==> config.mk <==
export PLATFORM = sky130hd
export DESIGN_NAME = gradient_batch_accumulator
export DESIGN_NICKNAME = d
export VERILOG_FILES = /design/src/rtl/gradient_batch_accumulator.sv
export SDC_FILE = /design/constraint.sdc
export NUM_CORES = 1
export LEC_CHECK = 0
export ABC_AREA = 1
export BUFFER_PORTS_ARGS = -buffer_cell sky130_fd_sc_hd__buf_4
export CAP_MARGIN = 20
export CORE_MARGIN = 4
export CORE_UTILIZATION = 40
export DETAILED_ROUTE_END_ITERATION = 12
export GPL_TIMING_DRIVEN = 0
export HOLD_SLACK_MARGIN = 0.15
export PLACE_DENSITY = 0.6
export SYNTH_ARGS = -nofsm -noshare
export SYNTH_HDL_FRONTEND = slang
export SYNTH_SLANG_ARGS = --single-unit
export TNS_END_PERCENT = 50
==> constraint.sdc <==
create_clock -name clk -period 3.2 [get_ports clk]
set_input_delay 0.16 -clock clk [delete_from_list [all_inputs] [get_ports clk]]
set_output_delay 0.16 -clock clk [all_outputs]
set_load 0.05 [all_outputs]
==> src/rtl/gradient_batch_accumulator.sv <==
// gradient_batch_accumulator
//
// Averages N_CH independent signed gradient streams over batches of
// B = 2^BATCH_LOG2 samples. One sample is taken every COUNT_DELAY+1 enabled
// clock cycles. When the B-th sample of a batch is taken, the batch average
// is registered on grad_out and out_valid is raised. The block then holds
// that result until the consumer accepts it with out_ready.
//
// Optional feature (macro GRAD_SAT_EN):
//   defined   - an averaged result outside the DATA_W signed range saturates
//   undefined - an averaged result keeps only its low DATA_W bits (wraps)
//
// Ports:
//   clk         sole clock, rising edge
//   reset       synchronous, active-low reset (priority over everything)
//   enable      advances the sample-period counter and permits sampling
//   clear       synchronous discard of the partial batch and pending result
//   grad_in     N_CH packed signed gradients, channel k at [k*DATA_W +: DATA_W]
//   grad_out    N_CH packed batch averages, same packing as grad_in
//   out_valid   grad_out holds a completed batch
//   out_ready   consumer accepts grad_out
//   sample_cnt  samples accumulated in the current batch
module gradient_batch_accumulator #(
    parameter int N_CH        = 8,
    parameter int DATA_W      = 16,
    parameter int BATCH_LOG2  = 2,
    parameter int ACC_W       = 32,
    parameter int COUNT_DELAY = 9
) (
    input  logic                   clk,
    input  logic                   reset,
    input  logic                   enable,
    input  logic                   clear,
    input  logic [N_CH*DATA_W-1:0] grad_in,
    output logic [N_CH*DATA_W-1:0] grad_out,
    output logic                   out_valid,
    input  logic                   out_ready,
    output logic [BATCH_LOG2:0]    sample_cnt
);

    localparam int CNT_W = (COUNT_DELAY > 0) ? $clog2(COUNT_DELAY + 1) : 1;
    localparam int B     = 1 << BATCH_LOG2;
    localparam logic [CNT_W-1:0]      CNT_LAST    = CNT_W'(COUNT_DELAY);
    localparam logic [BATCH_LOG2:0]   SAMPLE_LAST = (BATCH_LOG2 + 1)'(B - 1);

    // The accumulator must hold a full batch sum without overflow.
    generate
        if (ACC_W < DATA_W + BATCH_LOG2) begin : g_bad_acc_w
            $error("ACC_W must be >= DATA_W + BATCH_LOG2");
        end
        if (BATCH_LOG2 < 0 || BATCH_LOG2 > 10) begin : g_bad_batch
            $error("BATCH_LOG2 must be in 0..10");
        end
    endgenerate

    typedef enum logic {
        S_RUN  = 1'b0,
        S_HOLD = 1'b1
    } state_t;

    state_t                   r_state;
    state_t                   w_state_nxt;
    logic [CNT_W-1:0]         r_cnt;
    logic [BATCH_LOG2:0]      r_sample_cnt;
    logic                     r_out_valid;
    logic [N_CH*DATA_W-1:0]   r_grad_out;
    logic signed [ACC_W-1:0]  r_acc [N_CH];

    logic                     w_strobe;
    logic                     w_last;
    logic                     w_accept;
    logic signed [ACC_W-1:0]  w_sum [N_CH];
    logic [DATA_W-1:0]        w_res [N_CH];

    // Reduce a shifted batch sum to DATA_W bits.
    function automatic logic [DATA_W-1:0] f_fit(input logic signed [ACC_W-1:0] v);
`ifdef GRAD_SAT_EN
        logic signed [ACC_W-1:0] max_v;
        logic signed [ACC_W-1:0] min_v;
        max_v = {{(ACC_W-DATA_W+1){1'b0}}, {(DATA_W-1){1'b1}}};
        min_v = {{(ACC_W-DATA_W+1){1'b1}}, {(DATA_W-1){1'b0}}};
        if (v > max_v)
            f_fit = DATA_W'(max_v);
        else if (v < min_v)
            f_fit = DATA_W'(min_v);
        else
            f_fit = DATA_W'(v);
`else
        f_fit = DATA_W'(v);
`endif
    endfunction

    // Running sum including the current input; on the last sample of a
    // batch this is the full batch sum, so the arithmetic shift gives the
    // floored average directly.
    always_comb begin
        for (int k = 0; k < N_CH; k++) begin
            w_sum[k] = r_acc[k] + ACC_W'($signed(grad_in[k*DATA_W +: DATA_W]));
            w_res[k] = f_fit(w_sum[k] >>> BATCH_LOG2);
        end
    end

    always_comb begin
        w_state_nxt = r_state;
        w_strobe    = 1'b0;
        w_last      = 1'b0;
        w_accept    = 1'b0;
        case (r_state)
            S_RUN: begin
                w_strobe = enable && (r_cnt == CNT_LAST);
                w_last   = w_strobe && (r_sample_cnt == SAMPLE_LAST);
                if (w_last)
                    w_state_nxt = S_HOLD;
            end
            S_HOLD: begin
                w_accept = r_out_valid && out_ready;
                if (w_accept)
                    w_state_nxt = S_RUN;
            end
            default: w_state_nxt = S_RUN;
        endcase
        // clear wins over a simultaneous strobe or handshake
        if (clear)
            w_state_nxt = S_RUN;
    end

    always_ff @(posedge clk) begin
        if (!reset)
            r_state <= S_RUN;
        else
            r_state <= w_state_nxt;
    end

    always_ff @(posedge clk) begin
        if (!reset) begin
            r_cnt        <= '0;
            r_sample_cnt <= '0;
            r_out_valid  <= 1'b0;
            r_grad_out   <= '0;
            for (int k = 0; k < N_CH; k++)
                r_acc[k] <= '0;
        end else if (clear) begin
            // grad_out keeps its old value; only out_valid is withdrawn
            r_cnt        <= '0;
            r_sample_cnt <= '0;
            r_out_valid  <= 1'b0;
            for (int k = 0; k < N_CH; k++)
                r_acc[k] <= '0;
        end else begin
            // Counter parks at 0 while a result is pending, so a new period
            // starts cleanly after the handshake.
            if (r_state == S_HOLD)
                r_cnt <= '0;
            else if (enable)
                r_cnt <= (r_cnt == CNT_LAST) ? '0 : r_cnt + 1'b1;

            if (w_last) begin
                for (int k = 0; k < N_CH; k++) begin
                    r_grad_out[k*DATA_W +: DATA_W] <= w_res[k];
                    r_acc[k] <= '0;
                end
                r_sample_cnt <= '0;
                r_out_valid  <= 1'b1;
            end else if (w_strobe) begin
                for (int k = 0; k < N_CH; k++)
                    r_acc[k] <= w_sum[k];
                r_sample_cnt <= r_sample_cnt + 1'b1;
            end

            if (w_accept)
                r_out_valid <= 1'b0;
        end
    end

    assign grad_out   = r_grad_out;
    assign out_valid  = r_out_valid;
    assign sample_cnt = r_sample_cnt;

endmodule

After elaboration in Yosys (flattened, before gate mapping)
Memory sizes are Yosys's and may differ from the RTL's.
Index checks and enable logic that the tools add are counted.
Storage, ports and cells
  register bits: 137
  RAM bits: 256
  bits of input ports: 133
  output and inout bits: 132
  word-level logic and storage cells: 97
  memories kept: 1
Cells by class
  add/subtract/negate cells: 10
  equality and inequality tests: 2
  muxes and demuxes: 44
  bitwise gates (word level): 27
  reduce and logical (&&, ||, !) cells: 8
Memory list
  r_acc: words 8, bits a word 32, rd ports 8, clocked after Yosys merged registers in 0, write ports 8, RTL line 67  | logic signed [ACC_W-1:0] r_acc [N_CH];
Operator list (number)
  $mux W32: 24
  $add A32 B16 Y32: 8
  $or A1 B1 Y1: 24
  $mux W1: 18
  $reduce_or A3 Y1: 3
  $add A4 B1 Y4 const B: 1
  $eq A4 B4 Y1 const B: 1
  $mux W4: 1
  $add A3 B1 Y3 const B: 1
  $eq A3 B2 Y1 const B: 1
  $logic_and A1 B1 Y1: 3
  $not A1 Y1: 3
  $pmux W1 S2: 1
  $reduce_and A2 Y1: 1
  $reduce_or A2 Y1: 1

Depth between registers and ports, before layout
  word-level depth: 10
  depth in mapped cells: 14

Least setup slack after synthesis
No wires, ideal clock.
  path type: reg-to-reg
  from: register r_cnt[1]
  to: memory r_acc[3][4] (netlist: r_acc[0][100]), enable pin
  setup time: 0.413 ns
  data arrival time: 2.028 ns
  path slack: 0.759 ns
  stages on the path, launching flop included: 6
  period minus slack after synthesis: 2.441 ns
  path through: dfxtp_1 -> nor3_2 -> nand2_1 -> nor2_2 -> inv_1 -> nand2_1
RTL lines
  start, declared: RTL line 63  | logic [CNT_W-1:0] r_cnt;
  start signal, assigned: RTL line 155  | r_cnt <= (r_cnt == CNT_LAST) ? '0 : r_cnt + 1'b1;
  end, declared: RTL line 67

==> summary.md <==
| Metric | Value |
|---|---|
| All-Layer GR Usage | `24.1%` |
| Final Setup Violations | `0` |
| Initial Utilization | `40.3%` |
| Postcts setup bufs | `0` |
| First-pass GRT wire length | `90900 um` |
| Via count | `17100` |
| Initial antenna violation count | `7` |
| Leading register cell type out of synthesis | `dfxtp_1` |
| Tot Pwr | `9.25 mW` |
| DR WL met2 | `27300 um` |
| 1st-iter DRT viols | `1178` |
| Reg power frac | `41.4%` |
| Number of library cell types mapped by synthesis | `39` |
| Slew headroom | `30.4%` |
| Top post-synthesis cells by count | `nand2_1, inv_1, a21oi_1` |
| Worst Hold Path EP | `r_acc[0][33]` |
| CP Launch Type | `register` |
| Clock transition at path regs | `60 ps` |
| Hold_ws | `176 ps` |
| Hold path start | `grad_in[17]` |
| Worst Max-Slew Pin Slew | `1040 ps` |
| Clk_skew | `22.7 ps` |
| Post-DP HPWL | `46200 um` |
| Peak Freq | `361 MHz` |
| Number of flops mapped to enable cells by yosys | `126` |
| Syn Nets | `2699` |
| Mapped cell area | `17800 um^2` |
| Wirelength, routed | `59300 um` |
| Vias per cell | `5.07` |
| Crit share post-route | `86.5%` |
| Share of the synthesized area in the top cell type | `21.3%` |
| Area leader, netlist | `edfxtp_1` |
| Final Max Tran Viols | `0` |
| Cell with the most instances after synthesis | `nand2_1` |
| CP required | `3430 ps` |
| Sw Pwr | `2.51 mW` |
| Max clock buf depth | `3` |
| Register Area | `6890 um^2` |
| Top Ports | `265` |
| Post-synthesis register bit count | `281` |
| YS warnings | `0` |
| Outcome | `finished, final reports clean` |
| Die ar. | `47900 um^2` |
| Area growth from synthesis to layout | `23.8%` |
| Final core utilization | `49.9%` |
| Row count | `77` |
| Finished Layout Cells | `3376` |
| Root buffer cell | `clkbuf_16` |
| Wire length on met3 | `3970 um` |
| Wire length per cell | `17.6 um` |
| Setup slack, reg-to-reg | `430 ps` |
| Clk_lat worst skew | `540 ps` |
| CORE AREA | `44100 um^2` |
| Maximum VDD drop | `402 uV` |
| Final hold vios | `0` |
| Post-place setup slack | `457 ps` |
| Worst path cell trace | `ha_1 > ha_1 > inv_1 > nand3_1 > clkbuf_1 > clkbuf_1 > a21oi_1` |
| CP max FO | `10` |
| Syn Inst Count | `2420` |
| Power Density | `420 nW/um^2` |
| Slowest stage delay, CP | `700 ps` |
| Clock share of power | `43.4%` |
| CP Capture Type | `register` |
| WP data arrival | `3000 ps` |
| RSZ-0062 raised after global routing | `no` |
| Setup TNS Final | `0 ps` |
| CTS tree | `built` |
| DRT Pass-1 Iters | `5` |
| Final Critical Period | `2770 ps` |
| Port Buffers | `264` |
| Int Power | `6.74 mW` |
| DR top layer | `met5` |
| Setup CP Type | `reg -> reg` |
| Post-route ant nets | `0` |
| Switching Share | `27.1%` |
| Die extent in y | `219 um` |
| Hold Crit Class | `in -> reg` |
| Worst Hold Depth | `4` |
| Cell depth of the worst flop-to-flop path | `7` |
| Area of the multi-input gates | `9520 um^2` |
| Die Wd | `219 um` |
| DRC Markers | `0` |
| Placed Cells | `3278` |
| Worst path slowest cell | `clkbuf_1` |
| Design area | `22000 um^2` |
| Nets@finish | `3032` |
| Routability cong. | `0.941` |
| Area contributors post-synth | `edfxtp_1, dfxtp_1, nand2_1` |
| Leak | `11.3 nW` |
| Max_cap viols | `0` |
| WL met1 | `26200 um` |
| Reg-to-Reg Start | `sample_cnt[0]` |
| Mean area per synthesized cell | `7.35 um^2` |
| Vias in the first global route | `16800` |
| Remaining Overflow, GRT | `0` |
| Fill count | `4453` |
| Sequential fraction of the synthesis area | `38.7%` |
| Reg2reg end | `r_acc[1][79]` |
| Post-synth ARST share | `0%` |
| Largest net degree at the start of global routing | `55` |
| Placed standard-cell area | `20600 um^2` |
| Combinational share of power | `15.1%` |
| Htree depth | `2` |
| CTS sink count | `281` |
| Post-layout worst setup margin | `431 ps` |
| Share of layout cells above drive strength 1 | `13.2%` |
| CTS Buf Count | `36` |
[repair_timing]
item,CTS,global route
setup endpoints to repair,0,0
hold buffers,29,0
resized for setup,0,0
hold endpoints to repair,54,0
[sequential cells by signal, summed over array words and instances, names as in the netlist]
name and cells:
grad_out 128, out_valid 1, r_acc 144, r_cnt 4, r_state 1, sample_cnt 3
[how the worst max path moves through the flow]
stage	end	startpoint	depth (start not counted)
detailed placement	r_acc[1][76]	sample_cnt[0]	7
global placement	r_acc[0][32]	r_cnt[1]	5
finish	r_acc[1][79]	sample_cnt[0]	7
floorplan	r_acc[0][100]	r_cnt[1]	5
global route	r_acc[0][2]	sample_cnt[0]	7
CTS	r_acc[1][77]	sample_cnt[0]	7
[layer usage]
layer | global-route usage, % | vias up
met4 | 7.77 | 4
li1 | - | 8657
met1 | 31.4 | 7888
met2 | 39.8 | 464
met3 | 5.65 | 90
met5 | 0 | -
[placed cells by master, fill, tap and decap left out, types with 3 or more instances in the layout]
cell type,netlist,layout
ha_1,138,138
o21ai_0,99,99
dfxtp_1,155,155
buf_4,4,268
clkinv_1,0,3
clkinvlp_4,0,3
and2_1,4,4
clkinv_2,0,7
dlygate4sd3_1,0,29
buf_2,20,20
o211ai_1,13,13
o21bai_1,32,32
nand2_1,666,663
edfxtp_1,126,126
nor2_1,211,211
inv_2,3,3
o21a_1,10,10
nand4_1,16,16
xnor2_1,34,34
a21oi_1,242,242
nand3_1,190,190
clkbuf_1,31,37
clkbuf_16,0,37
a21o_1,10,10
nor3_1,20,20
nor4_1,7,7
xor2_1,25,25
a21boi_0,12,12
clkbuf_8,0,6
fa_1,8,8
nand2_2,3,5
or2_2,9,9
inv_1,299,299
nand3b_1,21,21
diode_2,0,5
[layout make-up]
cell class	count	area share, %
antenna	5	0.0568
buffer	57	1.19
clock buffer	49	4.68
clock inverter	15	0.585
inverter	302	5.15
multi-input combinational	1780	43.2
sequential	281	31.3
tap	592	3.36
timing repair buffer	295	10.5
[critical path: cells and delay by family, from the launching register on]
kind                     cells  cell delay (ps)
flip-flops                   1              390
AND/OR/NAND/NOR              1              210
adder cells (fa/ha/maj)      2              340
AO/OA/AOI/OAI                1               90
buffers and inverters        3             1440
[power by group through the flow]
stage               combinational, mW  sequential [mW]  clock, mW
floorplan                       0.919             3.90          0
global placement                 1.34             3.91          0
detailed placement               1.35             3.91          0
CTS                              1.39             3.83       4.12
global route                     1.58             3.84       4.28
finish                           1.40             3.83       4.02
[cell families (layout without fill, tap and decap cells)]
group,Yosys count,in the layout,synth area share [%]
compound gates,423,423,13.0
xor+xnor,59,59,2.90
fa+ha+maj,146,146,10.6
buf+inv,359,718,7.84
flops,281,281,38.7
other cells,0,5,0
simple gates,1152,1152,26.9
Power figures use the tool's default switching activity.
